File: src/rtl/aq_idu_free_idx_alloc.sv
// 32-entry free-index allocator: registered free bitmap, lowest-free-entry
// priority encode for allocation, 5-bit release expanded back into the bitmap.
module aq_idu_free_idx_alloc #(
  parameter bit RSV_ZERO = 1'b1
) (
  input  logic        forever_cpuclk,
  input  logic        cpurst_b,
  input  logic        alloc_req,
  output logic        alloc_vld,
  output logic [4:0]  alloc_idx,
  output logic [31:0] alloc_onehot,
  input  logic        rel_vld,
  input  logic [4:0]  rel_idx,
  input  logic        flush,
  input  logic        err_clr,
  output logic [5:0]  free_cnt,
  output logic        rel_err
);

  // Handshake: alloc_vld acts as ready for alloc_req; a grant happens only in a
  // cycle where both are high, and the granted index is the alloc_idx shown in
  // that same cycle. rel_vld has no back-pressure: every release is consumed,
  // illegal ones only raise the sticky rel_err.

  localparam logic [31:0] RST_VEC = RSV_ZERO ? 32'hFFFF_FFFE : 32'hFFFF_FFFF;
  localparam logic [5:0]  RST_CNT = RSV_ZERO ? 6'd31 : 6'd32;

  logic [31:0] r_free_vec;
  logic [5:0]  r_free_cnt;
  logic        r_rel_err;

  logic [4:0]  w_low_idx;
  logic        w_grant;
  logic        w_rel_legal;
  logic        w_rel_illegal;
  logic [31:0] w_free_vec_nxt;
  logic [5:0]  w_free_cnt_nxt;
  logic        w_rel_err_nxt;

  // Scanning downward leaves the lowest set bit as the final assignment.
  always_comb begin
    w_low_idx = 5'd0;
    for (int i = 31; i >= 0; i--) begin
      if (r_free_vec[i]) w_low_idx = 5'(i);
    end
  end

  assign alloc_vld    = |r_free_vec;
  assign alloc_idx    = w_low_idx;
  assign alloc_onehot = r_free_vec & (~r_free_vec + 32'd1);
  assign free_cnt     = r_free_cnt;
  assign rel_err      = r_rel_err;

  assign w_grant       = alloc_req & alloc_vld;
  assign w_rel_legal   = rel_vld & ~r_free_vec[rel_idx] &
                         ~(RSV_ZERO && (rel_idx == 5'd0));
  assign w_rel_illegal = rel_vld & ~w_rel_legal;

  always_comb begin
    w_free_vec_nxt = r_free_vec;
    w_free_cnt_nxt = r_free_cnt;
    w_rel_err_nxt  = r_rel_err;
    if (flush) begin
      w_free_vec_nxt = RST_VEC;
      w_free_cnt_nxt = RST_CNT;
    end else begin
      // Grant and legal release always touch different bits, so both can apply.
      if (w_grant)     w_free_vec_nxt = w_free_vec_nxt & ~alloc_onehot;
      if (w_rel_legal) w_free_vec_nxt = w_free_vec_nxt | (32'd1 << rel_idx);
      if (w_grant && !w_rel_legal)      w_free_cnt_nxt = r_free_cnt - 6'd1;
      else if (!w_grant && w_rel_legal) w_free_cnt_nxt = r_free_cnt + 6'd1;
    end
    if (w_rel_illegal && !flush) w_rel_err_nxt = 1'b1;
    else if (err_clr)            w_rel_err_nxt = 1'b0;
  end

  always_ff @(posedge forever_cpuclk or negedge cpurst_b) begin
    if (!cpurst_b) begin
      r_free_vec <= RST_VEC;
      r_free_cnt <= RST_CNT;
      r_rel_err  <= 1'b0;
    end else begin
      r_free_vec <= w_free_vec_nxt;
      r_free_cnt <= w_free_cnt_nxt;
      r_rel_err  <= w_rel_err_nxt;
    end
  end

endmodule

File: config.mk
export PLATFORM = sky130hd
export DESIGN_NAME = aq_idu_free_idx_alloc
export DESIGN_NICKNAME = d
export VERILOG_FILES = /design/src/rtl/aq_idu_free_idx_alloc.sv
export SDC_FILE = /design/constraint.sdc
export NUM_CORES = 1
export LEC_CHECK = 0
export ABC_AREA = 1
export CORE_MARGIN = 2
export CORE_UTILIZATION = 57
export DETAILED_ROUTE_END_ITERATION = 6
export GPL_TIMING_DRIVEN = 1
export PLACE_DENSITY = 0.87
export SETUP_SLACK_MARGIN = 0.02
export SYNTH_ARGS = -nofsm -noshare
export SYNTH_HDL_FRONTEND = slang
export SYNTH_SLANG_ARGS = --single-unit
File: constraint.sdc
create_clock -name forever_cpuclk -period 6.7 [get_ports forever_cpuclk]
set_input_delay 0.67 -clock forever_cpuclk [delete_from_list [all_inputs] [get_ports forever_cpuclk]]
set_output_delay 0.67 -clock forever_cpuclk [all_outputs]
set_load 0.05 [all_outputs]
==> metrics.txt <==
status=completed; # H-tree levels=2; min-delay src=rel_err; Placeable Area=5140 µm²; DR iter-0 viols=292; reg2reg setup slack=3080 ps; sequential element share of the synthesized area=0.335; post-synth net total=448; Ys Warns=0; # DRC=0; Post-Syn Instances=432; share of cells above drive strength 1=0.179; Post-Layout Inst Area=3710 µm²; worst vdd ir=217 µV; flops & latches, synth=39; Wirelength per Cell=16.1 µm; CTS sink cnt=39; worst path required time=6030 ps; Crit. End Element=output port; Vias=3254; r2r endpoint=free_cnt[5]; setup bufs post-CTS=0; CP max stage cell=clkdlybuf4s50_1; Synth cell types=45; vias in the first global route=3000; Fill cells=457; critical-path cell list=nor2_2 -> nand2_2 -> nor2_2 -> inv_2 -> nor2_2 -> inv_2 -> nor2_4 -> inv_2 -> nor3_2 -> inv_2 -> nor2_4 -> inv_2 -> nor2_2 -> inv_2 -> nor2_4 -> nand3_2 -> nor2_2 -> inv_2 -> nor2_4 -> nand4_2 -> nor2_1 -> clkdlybuf4s50_1; worst slew pin tran=1040 ps; DRT met1 WL=3.81 mm; worst setup margin=2550 ps; top routing layer in use=met4; critical path type=reg -> out; overall power=0.689 mW; # IOs=56; metal3 WL=661 µm; CTS Buf Count=5; first-pass GRT wire length=14.4 mm; cell mode on critical path=inv_2; Reg2Reg Depth=25; TNS Setup=0 ps; die width=77.1 µm; maximum clock path buffer count=2; DP Area=3630 µm²; Total Routed Length=8.89 mm; Hold Path Stages=2; footprint of the multi-input gates=1650 µm²; port buffer count=55; r2r startpoint=r_free_vec[0]; Final Setup Violations=0; Hold Buf Count CTS=0; TritonCTS clock tree=done; clock skew=5.06 ps; CTS clk-pin slew, worst paths=70 ps; max-slew violation count=0; FF+latch area=1020 µm²; CP delay by family, top=simple AND/OR/NAND/NOR gates; Die Y=77.1 µm; worst-case hold slack=530 ps; GR Util All Layers=0.304; power per cell area=186 nW/µm²; antenna-violating nets left=0; Detailed Routing Iterations Pass 1=5; Critical path buffers and inverters=8; Tcrit/Tclk final=0.619; mean post-synth cell area=7.05 µm²; leakage=1.56 nW; Mapped Area=3050 µm²; max_cap viols=0; nets=496; Setup WS pre-CTS=2610 ps; DP HPWL=6.80 mm; critical path data arrival time=3480 ps; CP Max Fanout=6; vias per inst=5.91; CTS root buf=clkbuf_8; fmax=241 MHz; # rows=26; most common cell after layout, fill and taps aside=inv_1; Resize count post-CTS=0; total grt overflow=0; most frequent cells in the layout=inv_1, nor2_1, nand2_1; WL met2=4.18 mm; Clock Latency Late Sink=300 ps; area grow syn2layout=21.9%; Tmin final=4150 ps; Die Area=5940 µm²; # diodes=0; initial antenna violation count=0; Initial Util=0.593; Hold Crit Class=reg -> reg; Routability Congestion=0.985; Worst Hold End=rel_err; Max stage delay on crit path=800 ps; Final Hold Vio Count=0; CP startpoint kind=register; Slew headroom=0.309; pin count of the biggest net entering global routing=40; RSZ-0062 raised after global routing=no
[registers in the layout (all words and copies together), names as in the netlist]
register    flops
free_cnt        6
r_free_vec     32
rel_err         1
[how the worst max path moves through the flow]
stage | slack (ps) | end | cells past startpoint | from
2_1_floorplan | 3450 | alloc_onehot[31] | 21 | r_free_vec[0]
3_3_place_gp | 2780 | free_cnt[5] | 19 | rel_idx[0]
3_5_place_dp | 2610 | free_cnt[5] | 19 | rel_idx[0]
4_1_cts | 2580 | alloc_onehot[31] | 22 | r_free_vec[0]
5_1_grt | 2270 | alloc_onehot[31] | 22 | r_free_vec[0]
6_report | 2550 | alloc_onehot[31] | 22 | r_free_vec[0]
[worst register-to-register path, stage by stage (launching register included)]
cell     delay, ps
dfrtp_1        440
nor2_2         140
nand2_2         80
nor2_2          90
inv_2           60
nor2_2          90
inv_2           60
nor2_4          80
inv_2           60
nor3_2         130
inv_2          110
nor2_2         130
inv_2           70
nor2_4         120
nand2_2         90
nand2_4        280
inv_4          100
nand2_8        100
inv_1          100
ha_1           350
a21oi_1        160
nand2_1         90
a21o_1         170
a21oi_1        150
xor2_1         170
o22ai_1         90
[synthesized netlist by cell type, drive strengths merged]
cell | number | area (µm²)
a2111oi | 1 | 8.76
a21o | 1 | 7.51
a21oi | 13 | 76.3
a31oi | 5 | 31.3
a41oi | 1 | 8.76
buf | 5 | 27.5
clkbuf | 10 | 37.5
clkinv | 1 | 3.75
dfrtp | 3 | 75.1
dfstp | 36 | 946
fa | 1 | 20.0
ha | 4 | 50.1
inv | 80 | 303
nand2 | 69 | 293
nand3 | 22 | 128
nand4 | 4 | 31.3
nor2 | 77 | 347
nor3 | 9 | 50.1
nor4 | 2 | 12.5
o2111ai | 1 | 8.76
o211ai | 14 | 105
o21ai | 40 | 204
o221ai | 1 | 8.76
o22a | 1 | 8.76
o22ai | 10 | 62.6
o311ai | 15 | 131
o32ai | 1 | 8.76
xnor2 | 1 | 8.76
xor2 | 4 | 42.6
[per-layer routing]
metal | up-vias | global-route usage
met5 | - | 0
met4 | 0 | 0.0982
met3 | 22 | 0.0412
met2 | 168 | 0.494
met1 | 1530 | 0.421
li1 | 1534 | -
[power breakdown]
part / internal [mW] / leakage, nW / switching, mW
clock: 0.0727 / 0.0412 / 0.0847
combinational: 0.0895 / 1.10 / 0.163
sequential: 0.263 / 0.418 / 0.0162
total: 0.426 / 1.56 / 0.264
[cell type report]
cell class	count	area share
Inverter	81	0.0826
Clock buffer	6	0.0196
Clock inverter	2	0.00337
Timing Repair Buffer	56	0.150
Multi-Input combinational cell	297	0.445
Sequential cell	39	0.275
Tap cell	70	0.0236
[per-stage QoR]
step	util	cells
4_1_cts	0.722	551
6_report	0.722	551
5_1_grt	0.722	551
3_3_place_gp	0.705	543
2_1_floorplan	-	432
3_5_place_dp	0.705	543
[logic make-up (layout without fill, tap and decap cells)]
kind of cell,after synthesis,count (layout),synth area share
DFF,39,39,0.335
and+or+nand+nor,183,183,0.283
xor gates and xnor gates,5,5,0.0168
AOI/OAI and AO/OA,104,104,0.220
buffers and inverters,96,145,0.122
adders and majority gates,5,5,0.0230
(Power assumes the default switching activity.)
